[config.mk]
export PLATFORM = sky130hd
export DESIGN_NAME = truth_table_sweeper
export DESIGN_NICKNAME = d
export VERILOG_FILES = /design/src/rtl/truth_table_sweeper.sv
export SDC_FILE = /design/constraint.sdc
export NUM_CORES = 1
export LEC_CHECK = 0
export CAP_MARGIN = 20
export CORE_MARGIN = 2
export CORE_UTILIZATION = 50
export CTS_CLUSTER_SIZE = 8
export DETAILED_ROUTE_END_ITERATION = 16
export HOLD_SLACK_MARGIN = 0.03
export PLACE_DENSITY_LB_ADDON = 0.08
export SYNTH_ARGS = -nofsm -noshare
export SYNTH_HDL_FRONTEND = slang
export SYNTH_SLANG_ARGS = --single-unit
export TNS_END_PERCENT = 1
[constraint.sdc]
create_clock -name clk -period 5 [get_ports clk]
set_input_delay 1 -clock clk [delete_from_list [all_inputs] [get_ports clk]]
set_output_delay 1 -clock clk [all_outputs]
set_load 0.03 [all_outputs]
[src/rtl/truth_table_sweeper.sv]
// N-input, mode-selectable reduction function unit with a registered live path
// and an FSM that sweeps all 2^N input vectors to build the full truth table.
module truth_table_sweeper #(
    parameter int N = 3
) (
    input  logic               clk,
    input  logic               rst,
    input  logic               start,
    input  logic [2:0]         mode,
    input  logic [N-1:0]       a_in,
    output logic               f_live,
    output logic               busy,
    output logic               done,
    output logic [N-1:0]       vec,
    output logic               f_cur,
    output logic [(1<<N)-1:0]  table_out,
    output logic [N:0]         ones
);

    localparam int T = 1 << N;
    localparam logic [N-1:0] VEC_LAST = N'(T - 1);
    localparam logic [N-1:0] VEC_ONE  = N'(1);

    typedef enum logic [1:0] {
        S_IDLE,
        S_RUN,
        S_DONE
    } state_t;

    state_t          r_state;
    state_t          w_state_nxt;
    logic            w_accept;
    logic            w_busy;
    logic            w_done;
    logic            w_f_sweep;
    logic            w_f_live_nxt;
    logic [2:0]      r_mode_l;
    logic [N-1:0]    r_vec;
    logic [T-1:0]    r_table;
    logic [N:0]      r_ones;
    logic            r_f_live;

    // Modes 110 and 111 fall through to NOR.
    function automatic logic f_eval(input logic [2:0] m, input logic [N-1:0] x);
        logic r;
        case (m)
            3'b001:  r = |x;
            3'b010:  r = ~&x;
            3'b011:  r = &x;
            3'b100:  r = ^x;
            3'b101:  r = ~^x;
            default: r = ~|x;
        endcase
        return r;
    endfunction

    assign w_f_sweep    = f_eval(r_mode_l, r_vec);
    assign w_f_live_nxt = f_eval(mode, a_in);

    always_comb begin
        w_state_nxt = r_state;
        w_accept    = 1'b0;
        w_busy      = 1'b0;
        w_done      = 1'b0;
        case (r_state)
            S_IDLE: begin
                if (start) begin
                    w_state_nxt = S_RUN;
                    w_accept    = 1'b1;
                end
            end
            S_RUN: begin
                w_busy = 1'b1;
                if (r_vec == VEC_LAST) begin
                    w_state_nxt = S_DONE;
                end
            end
            S_DONE: begin
                w_done = 1'b1;
                // A start in the done cycle chains straight into the next sweep.
                if (start) begin
                    w_state_nxt = S_RUN;
                    w_accept    = 1'b1;
                end else begin
                    w_state_nxt = S_IDLE;
                end
            end
            default: w_state_nxt = S_IDLE;
        endcase
    end

    always_ff @(posedge clk) begin
        if (rst) begin
            r_state  <= S_IDLE;
            r_mode_l <= 3'b000;
            r_vec    <= '0;
            r_table  <= '0;
            r_ones   <= '0;
            r_f_live <= 1'b0;
        end else begin
            r_state  <= w_state_nxt;
            r_f_live <= w_f_live_nxt;
            if (w_accept) begin
                r_mode_l <= mode;
                r_vec    <= '0;
                r_table  <= '0;
                r_ones   <= '0;
            end else if (r_state == S_RUN) begin
                r_table[r_vec] <= w_f_sweep;
                r_ones         <= r_ones + (N+1)'(w_f_sweep);
                if (r_vec != VEC_LAST) begin
                    r_vec <= r_vec + VEC_ONE;
                end
            end
        end
    end

    assign f_live    = r_f_live;
    assign busy      = w_busy;
    assign done      = w_done;
    assign vec       = r_vec;
    assign f_cur     = w_f_sweep;
    assign table_out = r_table;
    assign ones      = r_ones;

endmodule

==> results by stage, run 1 <==
Synth:
- The most common flop cell mapped by yosys is dfxtp_1.
- The mapped netlist covers roughly 1100 sq um.
- The synthesized net count is roughly 140.
- Synthesis inferred 21 register bits.
- For this run, asynchronously set or reset flops after synthesis account for 0%.
- Counting every instance in the synthesized netlist gives around 130.
- Summing the areas of all compound-gate instances in the mapped netlist gives ~18% of the synthesized area.
- After synthesis, the share of cell area in mux cells is approximately 2.7%.
- The dominant combinational cell family by area after synthesis is simple AND/OR/NAND/NOR gates.
- The simple-gate area share of the yosys netlist is roughly 22%.
- The number of enable flip-flop cells after synthesis is 0.
- The share of the Yosys chip area taken by registers is between 30% and 40%.
- The count of synthesis-stage warnings from yosys is 0.
- The synthesized netlist devotes under 10% of its cell area to adder and majority cells.
- The average cell area after synthesis is roughly 8.7 sq um.
- After Yosys synthesis, XOR and XNOR cells account for 6.06% of the synthesized area.
- Counting distinct cell types in the post-synthesis netlist gives 36.

GRT:
- The first global-routing pass estimated approximately 4000 um of wire.
- The via count of the first global-routing pass is around 970.
- The met3 track demand over resource in global routing is between 4 and 5%.
- After global routing, the most crowded layer is met2.
- The overall overflow remaining after global route is 0.
- The maximum number of pins on one net before global-route repair is 13.
- The routing usage on met2 is 40.6%.
- The initial antenna violation count is 0.
- The met1 usage in global routing is a little over a fifth.
- In the global route stage, overall resource usage came out at between 20% and 30%.

Routing:
- The first detailed-routing pass ran for 4 iterations.
- The count of nets left with antenna violations once routing finished came out at 0.
- In the routed layout, each cell is associated on average with a via count of roughly 5.5.
- The routed wire length per instance is 13.0 um.
- After detailed routing, the number of remaining DRC violations is 0.
- The aggregate routed wire length is 2300 um.
- The DRC marker count from the first detailed-route iteration is 12.
- The number of vias in the routed layout is a little under 1,000.

Power:
- The cell area power density is about 240 nW/um^2.
- Across the VDD grid, the largest voltage drop is 0.163 mV.
- The design draws 0.335 mW.
- Summed over all cells, the static leakage comes to around 0.56 nW.

Cells and area:
- The signed area change from the synthesized netlist to the final layout is 27.2%.
- The filler cells instantiated in the layout total around 180.
- Leaving out fill and tap cells, the most frequent cell in the layout is clkdlybuf4s50_1.
- The number of antenna diodes in the final layout is 0.
- The fraction of layout instances using a drive strength above 1 is under 10%.
- The number of nets in the layout is approximately 170.
- In the layout the commonest cells are clkdlybuf4s50_1, dfxtp_1, nor2_1, nand2_1, ha_1.

Critical path:
- At the worst endpoint, the required time is about 4 ns.
- Traced cell by cell, the critical path runs through inv_1 > ha_1 > xnor3_1 > o211ai_1 > and3_1 > clkdlybuf4s50_1.
- The critical-path maximum fanout is 12.
- The worst setup path is captured at an output pin.
- The startpoint type of the worst setup path is a register.
- The number of buffer and inverter stages on the critical path is 2.
- The kind of cell with the highest combined delay on the critical path is buffers and inverters.
- The slowest stage of the critical path is the clkdlybuf4s50_1 cell.
- STA puts the critical path data arrival time at about 3.0 ns.
- The start-to-end type of the worst setup path is reg2out.
- The largest single stage delay on the critical path is around 0.75 ns.

CTS:
- The clock transition at the register clock pins on the worst setup and hold paths after CTS is approximately 0.12 ns.
- TritonCTS built the clock tree.
- The number of H-tree levels is 1.
- Post-CTS timing repair inserted 0 buffers for setup.
- The insertion delay of the later-clocked pin in the worst-skew pair is 0.31 ns.
- CTS saw 21 sinks.
- The number of gates resized after CTS was 0.
- The number of clock buffers inserted by TritonCTS is 3.
- The buffer depth of the longest clock path is 2.
- The number of hold buffers added after CTS was 0.
- The cell sitting at the root of the clock tree is a clkbuf_4.

Timing:
- The number of failing hold endpoints at the final stage is 0.
- The worst relative slew slack is between 60% and 70%.
- The worst setup skew after layout is between 0.0015 and 0.002 ns.
- After layout, the minimum clock period comes to ~4.0 ns.
- The setup total negative slack is 0 ns.
- The maximum clock rate is ~0.25 GHz.
- Setup repair after global routing left no endpoint under its margin.
- On the final layout, the worst hold slack is approximately 0.5 ns.
- Setup violations remaining at the end of the flow were counted as 0.
- The transition at the pin with the smallest max-transition slack is 0.524 ns.
- The worst path uses between 80% and 90% of the clock period.
- The number of pins with negative max-slew slack in the final report is 0.

Floorplanning:
- The total die area is between 2000 and 3000 sq um.
- Once the floorplan was initialized, standard cells occupied a little over half of the core.
- The number of primary I/O pins is 28.
- The core region is ~2000 sq um.
- The total number of placement rows is 16.
- The x dimension of the die is 50.8 um.
- Measured along the y axis, the die boundary spans a little over 50 um.

Worst hold path:
- In this run the worst hold path is classified as reg2reg.

Placed design:
- The sum of net half-perimeters after detailed placement is roughly 1800 um.
- The final weighted congestion in routability-driven placement is a little under 0.8.
- The number of I/O port buffers is 27.

Flow run:
- The tool flagged a number of max-cap violations equal to 0.

Outcome:
- The run finished with clean final reports.
layout make-up:
type                    instances  area (sq um)  share of cell area [%]
clock buffers                   3          22.5                    1.62
clock inverters                 1          5.00                   0.360
inverters                       5          18.8                    1.35
multi-input cells              93           621                    44.6
flip-flops and latches         21           420                    30.2
well taps                      27          33.8                    2.43
repair buffers                 27           270                    19.4
per-layer routing:
metal / wire length, um / vias to the layer above
met5: 0 / -
met4: 44 / 0
li1: - / 486
met3: 85 / 6
met2: 1210 / 29
met1: 959 / 455
report_power, final:
part | internal [mW] | leakage (nW) | switching (mW)
Clock | 0.0299 | 0.0177 | 0.0546
Combinational | 0.0310 | 0.375 | 0.0415
Sequential | 0.173 | 0.171 | 0.00567
Total | 0.234 | 0.563 | 0.102
registers in the layout (all words and copies together) (netlist names):
signal and cells:
ones 4, vec 3, r_mode_l 3, f_live 1, table_out 8, r_state 2
stage by stage:
stage                     cells  utilization (%)  cell area (sq um)  setup slack (ns)
final                       177             68.8               1390             0.967
after global routing        177             68.8               1390             0.801
after CTS                   177             68.8               1390             0.968
after detailed placement    173             67.5               1360              1.34
after global placement      173             67.5               1360              1.43
after floorplan             126                -               1090              1.95
worst paths after layout:
path                                           start                   end  slack [ns]  depth (start not counted)
worst max-delay path             vec[0]$_SDFFE_PP0P_                 f_cur        0.97                          6
worst max register to register   vec[0]$_SDFFE_PP0P_  ones[2]$_SDFFE_PP0P_        2.24                         10
worst min-delay path            ones[1]$_SDFFE_PP0P_  ones[1]$_SDFFE_PP0P_        0.50                          2
worst min register to register  ones[1]$_SDFFE_PP0P_  ones[1]$_SDFFE_PP0P_        0.50                          2
cells by family after synthesis:
family,count (synthesis)
AO/OA/AOI/OAI,26
XOR/XNOR,6
adder cells (fa/ha/maj),7
AND/OR/NAND/NOR,51
flip-flops,21
multiplexers,3
buffers and inverters,12
cells in the mapped netlist, types with 3 or more instances:
cell      instances  area [sq um]
o211a_1           3          30.0
nand2_1          14          52.6
nor2_1           19          71.3
mux2i_1           3          30.0
a21oi_1           6          30.0
a32o_1            4          40.0
clkbuf_1          5          18.8
nor2b_1           5          31.3
xnor2_1           3          26.3
o21ai_0           4          20.0
inv_1             5          18.8
dfxtp_1          21           420
ha_1              7          87.6
worst reg2reg max path: stages, from the launching register on:
cell and delay [ns]:
dfxtp_1 0.57, inv_1 0.14, ha_1 0.34, xnor3_1 0.35, o211ai_1 0.16, and3_1 0.41
ha_1 0.26, ha_1 0.15, nand2_1 0.06, xor2_1 0.14, nor2_1 0.12
(Power assumes the default switching activity.)
==> inputs of run 2 (changes only) <==
--- a/config.mk
+++ b/config.mk
@@ -7,7 +7,7 @@
 export LEC_CHECK = 0
 export CAP_MARGIN = 20
 export CORE_MARGIN = 2
-export CORE_UTILIZATION = 50
+export CORE_UTILIZATION = 43
 export CTS_CLUSTER_SIZE = 8
 export DETAILED_ROUTE_END_ITERATION = 16
 export HOLD_SLACK_MARGIN = 0.03
==> constraint.sdc (replaced) <==
create_clock -name clk -period 3.4 [get_ports clk]
set_input_delay 0.68 -clock clk [delete_from_list [all_inputs] [get_ports clk]]
set_output_delay 0.68 -clock clk [all_outputs]
set_load 0.03 [all_outputs]
==> results by stage, run 2 (same netlist as run 1, synthesis figures left out) <==
CTS:
- The buffer depth of the longest clock path was 2 (unchanged).
- The number of H-tree levels came to 1 (unchanged).
- The count of buffers added by post-CTS timing repair for setup came to 0 (unchanged).
- The CTS sink count is 21 (unchanged).
- The clock transition at the register clock pins on the worst setup and hold paths after CTS is 0.12 ns (about the same).
- The number of clock buffers inserted by TritonCTS was 3 (unchanged).
- The hold buffer count at CTS was 0 (unchanged).
- The TritonCTS clock tree is done.
- The root buffer cell is clkbuf_4.
- The quantity of gates resized following cts is 1 (+1).
- The insertion delay of the later-clocked pin in the worst-skew pair was 0.31 ns (about the same).

Routing:
- The average via count per standard cell is 5.30 (-3.8%).
- The DRC marker count from the first detailed-route iteration is 12 (unchanged).
- The aggregate routed wire length came to 2280 um (-1.1%).
- The number of detailed-route iterations in the first pass is 4 (unchanged).
- The number of nets with antenna violations after detailed routing is 0 (unchanged).
- The routed wire length per instance is 12.6 um (-3.3%).
- The remaining design rule violation count was 0 (unchanged).
- The number of vias in the routed layout came to 960 (-1.6%).

Floorplanning:
- The starting utilization of the core area was 45.0% (-9.1 points).
- The number of primary I/O pins is 28 (unchanged).
- The total number of placement rows is 18 (+2).
- The die outline height is 54.4 um (+7.2%).
- The area inside the core boundary was 2430 sq um (+20%).
- The total die area is 2960 sq um (+15%).
- The x dimension of the die came to 54.4 um (+7.2%).

GRT:
- The via count of the first global-routing pass is 844 (-13%).
- The overall overflow remaining after global route is 0 (unchanged).
- The wire length of the first global-routing pass is 3670 um (-8.9%).
- The total global routing track utilization came to 17.2% (-3.9 points).
- The maximum number of pins on one net before global-route repair is 13 (unchanged).
- The initial antenna violation count is 0 (unchanged).

Critical path:
- The critical-path maximum fanout was 12 (unchanged).
- The worst endpoint required time is 2.72 ns (-1.28 ns).
- The start-to-end type of the worst setup path is reg2out.
- The critical path data arrival time is 2.58 ns (-0.45 ns).
- The largest incremental delay on the critical path is 0.68 ns (-0.07 ns).
- The master of the slowest instance on the critical path is clkdlybuf4s50_1.
- The critical path goes through inv_1 > ha_1 > xnor3_1 > o211ai_1 > and3_1 > clkdlybuf4s50_1.
- Broken down by cell family, the worst path's largest delay share belongs to buffers and inverters.
- STA classifies the critical path endpoint as an output pin.
- The count of cell instances traversed by the critical path is 6 (unchanged).
- The number of cells on the worst reg-to-reg path is 11 (+1).
- The number of buffer and inverter stages on the critical path came to 2 (unchanged).
- STA classifies the critical path startpoint as a register.

Power:
- The cell leakage power was 0.566 nW (+0.49%).
- The cell area power density is 351 nW/um^2 (+46%).
- The maximum vdd drop is 0.261 mV (+60%).

Placed design:
- The number of I/O port buffers is 27 (unchanged).
- The final weighted congestion in routability-driven placement was 0.865 (+9.9%).
- The sum of net half-perimeters after detailed placement is 1780 um (+1.2%).

Timing:
- Subtracting the final worst setup slack from the clock period gives between 3 and 4 ns.
- The worst setup skew after layout is 0.0143 ns (+0.0126 ns).
- The transition at the pin with the smallest max-transition slack is 0.512 ns (-0.0120 ns).
- The setup total negative slack is 0 ns (unchanged).
- The minimum hold slack is 0.489 ns (-0.0101 ns).
- The number of failing hold endpoints at the final stage is 0 (unchanged).
- Static timing analysis puts the maximum clock frequency at about 0.3 GHz.
- The final-report setup violation count came to 0 (unchanged).
- The ratio of final minimum period to clock period is around 96%.
- The worst relative slew slack came to 65.8% (+0.80 points).
- The number of pins with negative max-slew slack in the final report is 0 (unchanged).
- Setup repair after global routing left no endpoint under its margin.

Outcome:
- The flow ran to the end, and the final reports show no timing, DRC or antenna violations.

Cells and area:
- The flip-flop count of the largest register, all copies and words added is 8 (unchanged).
- The top cell types in the final layout, fill and taps aside, are clkdlybuf4s50_1, nor2_1, dfxtp_1, nand2_1, ha_1.
- The number of nets in the layout came to 168 (+0.60%).
- The commonest non-fill, non-tap cell in the layout is clkdlybuf4s50_1.
- The number of antenna repair diodes came to 0 (unchanged).
- The signed area change from the synthesized netlist to the final layout is 28.4%.
- The fraction of layout instances using a drive strength above 1 was 5.30% (+1.3 points).

Worst hold path:
- The worst hold path cell count is 2 (unchanged).
- The worst hold path belongs to the class reg2reg.

Flow run:
- The count of maximum capacitance violations was 0 (unchanged).
run 2: layout make-up:
class                   count  area [sq um]
clock buffers               4          26.3
fillers                   224          1030
inverters                   5          18.8
multi-input cells          93           621
flip-flops and latches     21           423
well taps                  30          37.5
repair buffers             28           278
run 2: path summary, 6_finish.rpt:
kind	startpoint	to	slack, ns
min	ones[0]$_SDFFE_PP0P_	ones[0]$_SDFFE_PP0P_	0.49
min reg2reg	ones[0]$_SDFFE_PP0P_	ones[0]$_SDFFE_PP0P_	0.49
max reg2reg	vec[0]$_SDFFE_PP0P_	ones[2]$_SDFFE_PP0P_	0.88
max	vec[0]$_SDFFE_PP0P_	f_cur	0.14
run 2: worst min-delay path, stage by stage, from the launching register on:
cell,delay (ns)
dfxtp_1,0.34
nand2_1,0.06
a21oi_1,0.06
run 2: routing by layer:
layer / track usage (%) / share of wire [%] / vias to the layer above
met1: 20.2 / 44 / 444
met5: 0 / 0 / -
met3: 5.19 / 5.8 / 0
met2: 30.9 / 50 / 27
met4: 2.92 / 0 / 0
li1: - / - / 489
run 2: power breakdown:
part | switching (mW) | internal, mW | total [mW]
sequential | 0.00850 | 0.254 | 0.263
combinational | 0.0609 | 0.0487 | 0.110
clock | 0.0752 | 0.0458 | 0.121
total | 0.145 | 0.349 | 0.493
run 2: stage by stage:
stage	power [mW]	setup slack, ns	cells	instance area [sq um]	util (%)
2_1_floorplan	0.341	0.666	126	1090	-
4_1_cts	0.500	0.0181	181	1400	57.7
3_3_place_gp	0.376	0.415	177	1380	56.5
5_1_grt	0.521	0.0114	181	1400	57.7
6_report	0.493	0.145	181	1400	57.7
3_5_place_dp	0.378	0.351	177	1380	56.5
==> inputs of run 3 (changes only) <==
--- a/config.mk
+++ b/config.mk
@@ -15,4 +15,3 @@
 export SYNTH_ARGS = -nofsm -noshare
 export SYNTH_HDL_FRONTEND = slang
 export SYNTH_SLANG_ARGS = --single-unit
-export TNS_END_PERCENT = 1
==> results of run 3 <==
Same layout as run 2: the final DEF is identical, and so are final timing and power.
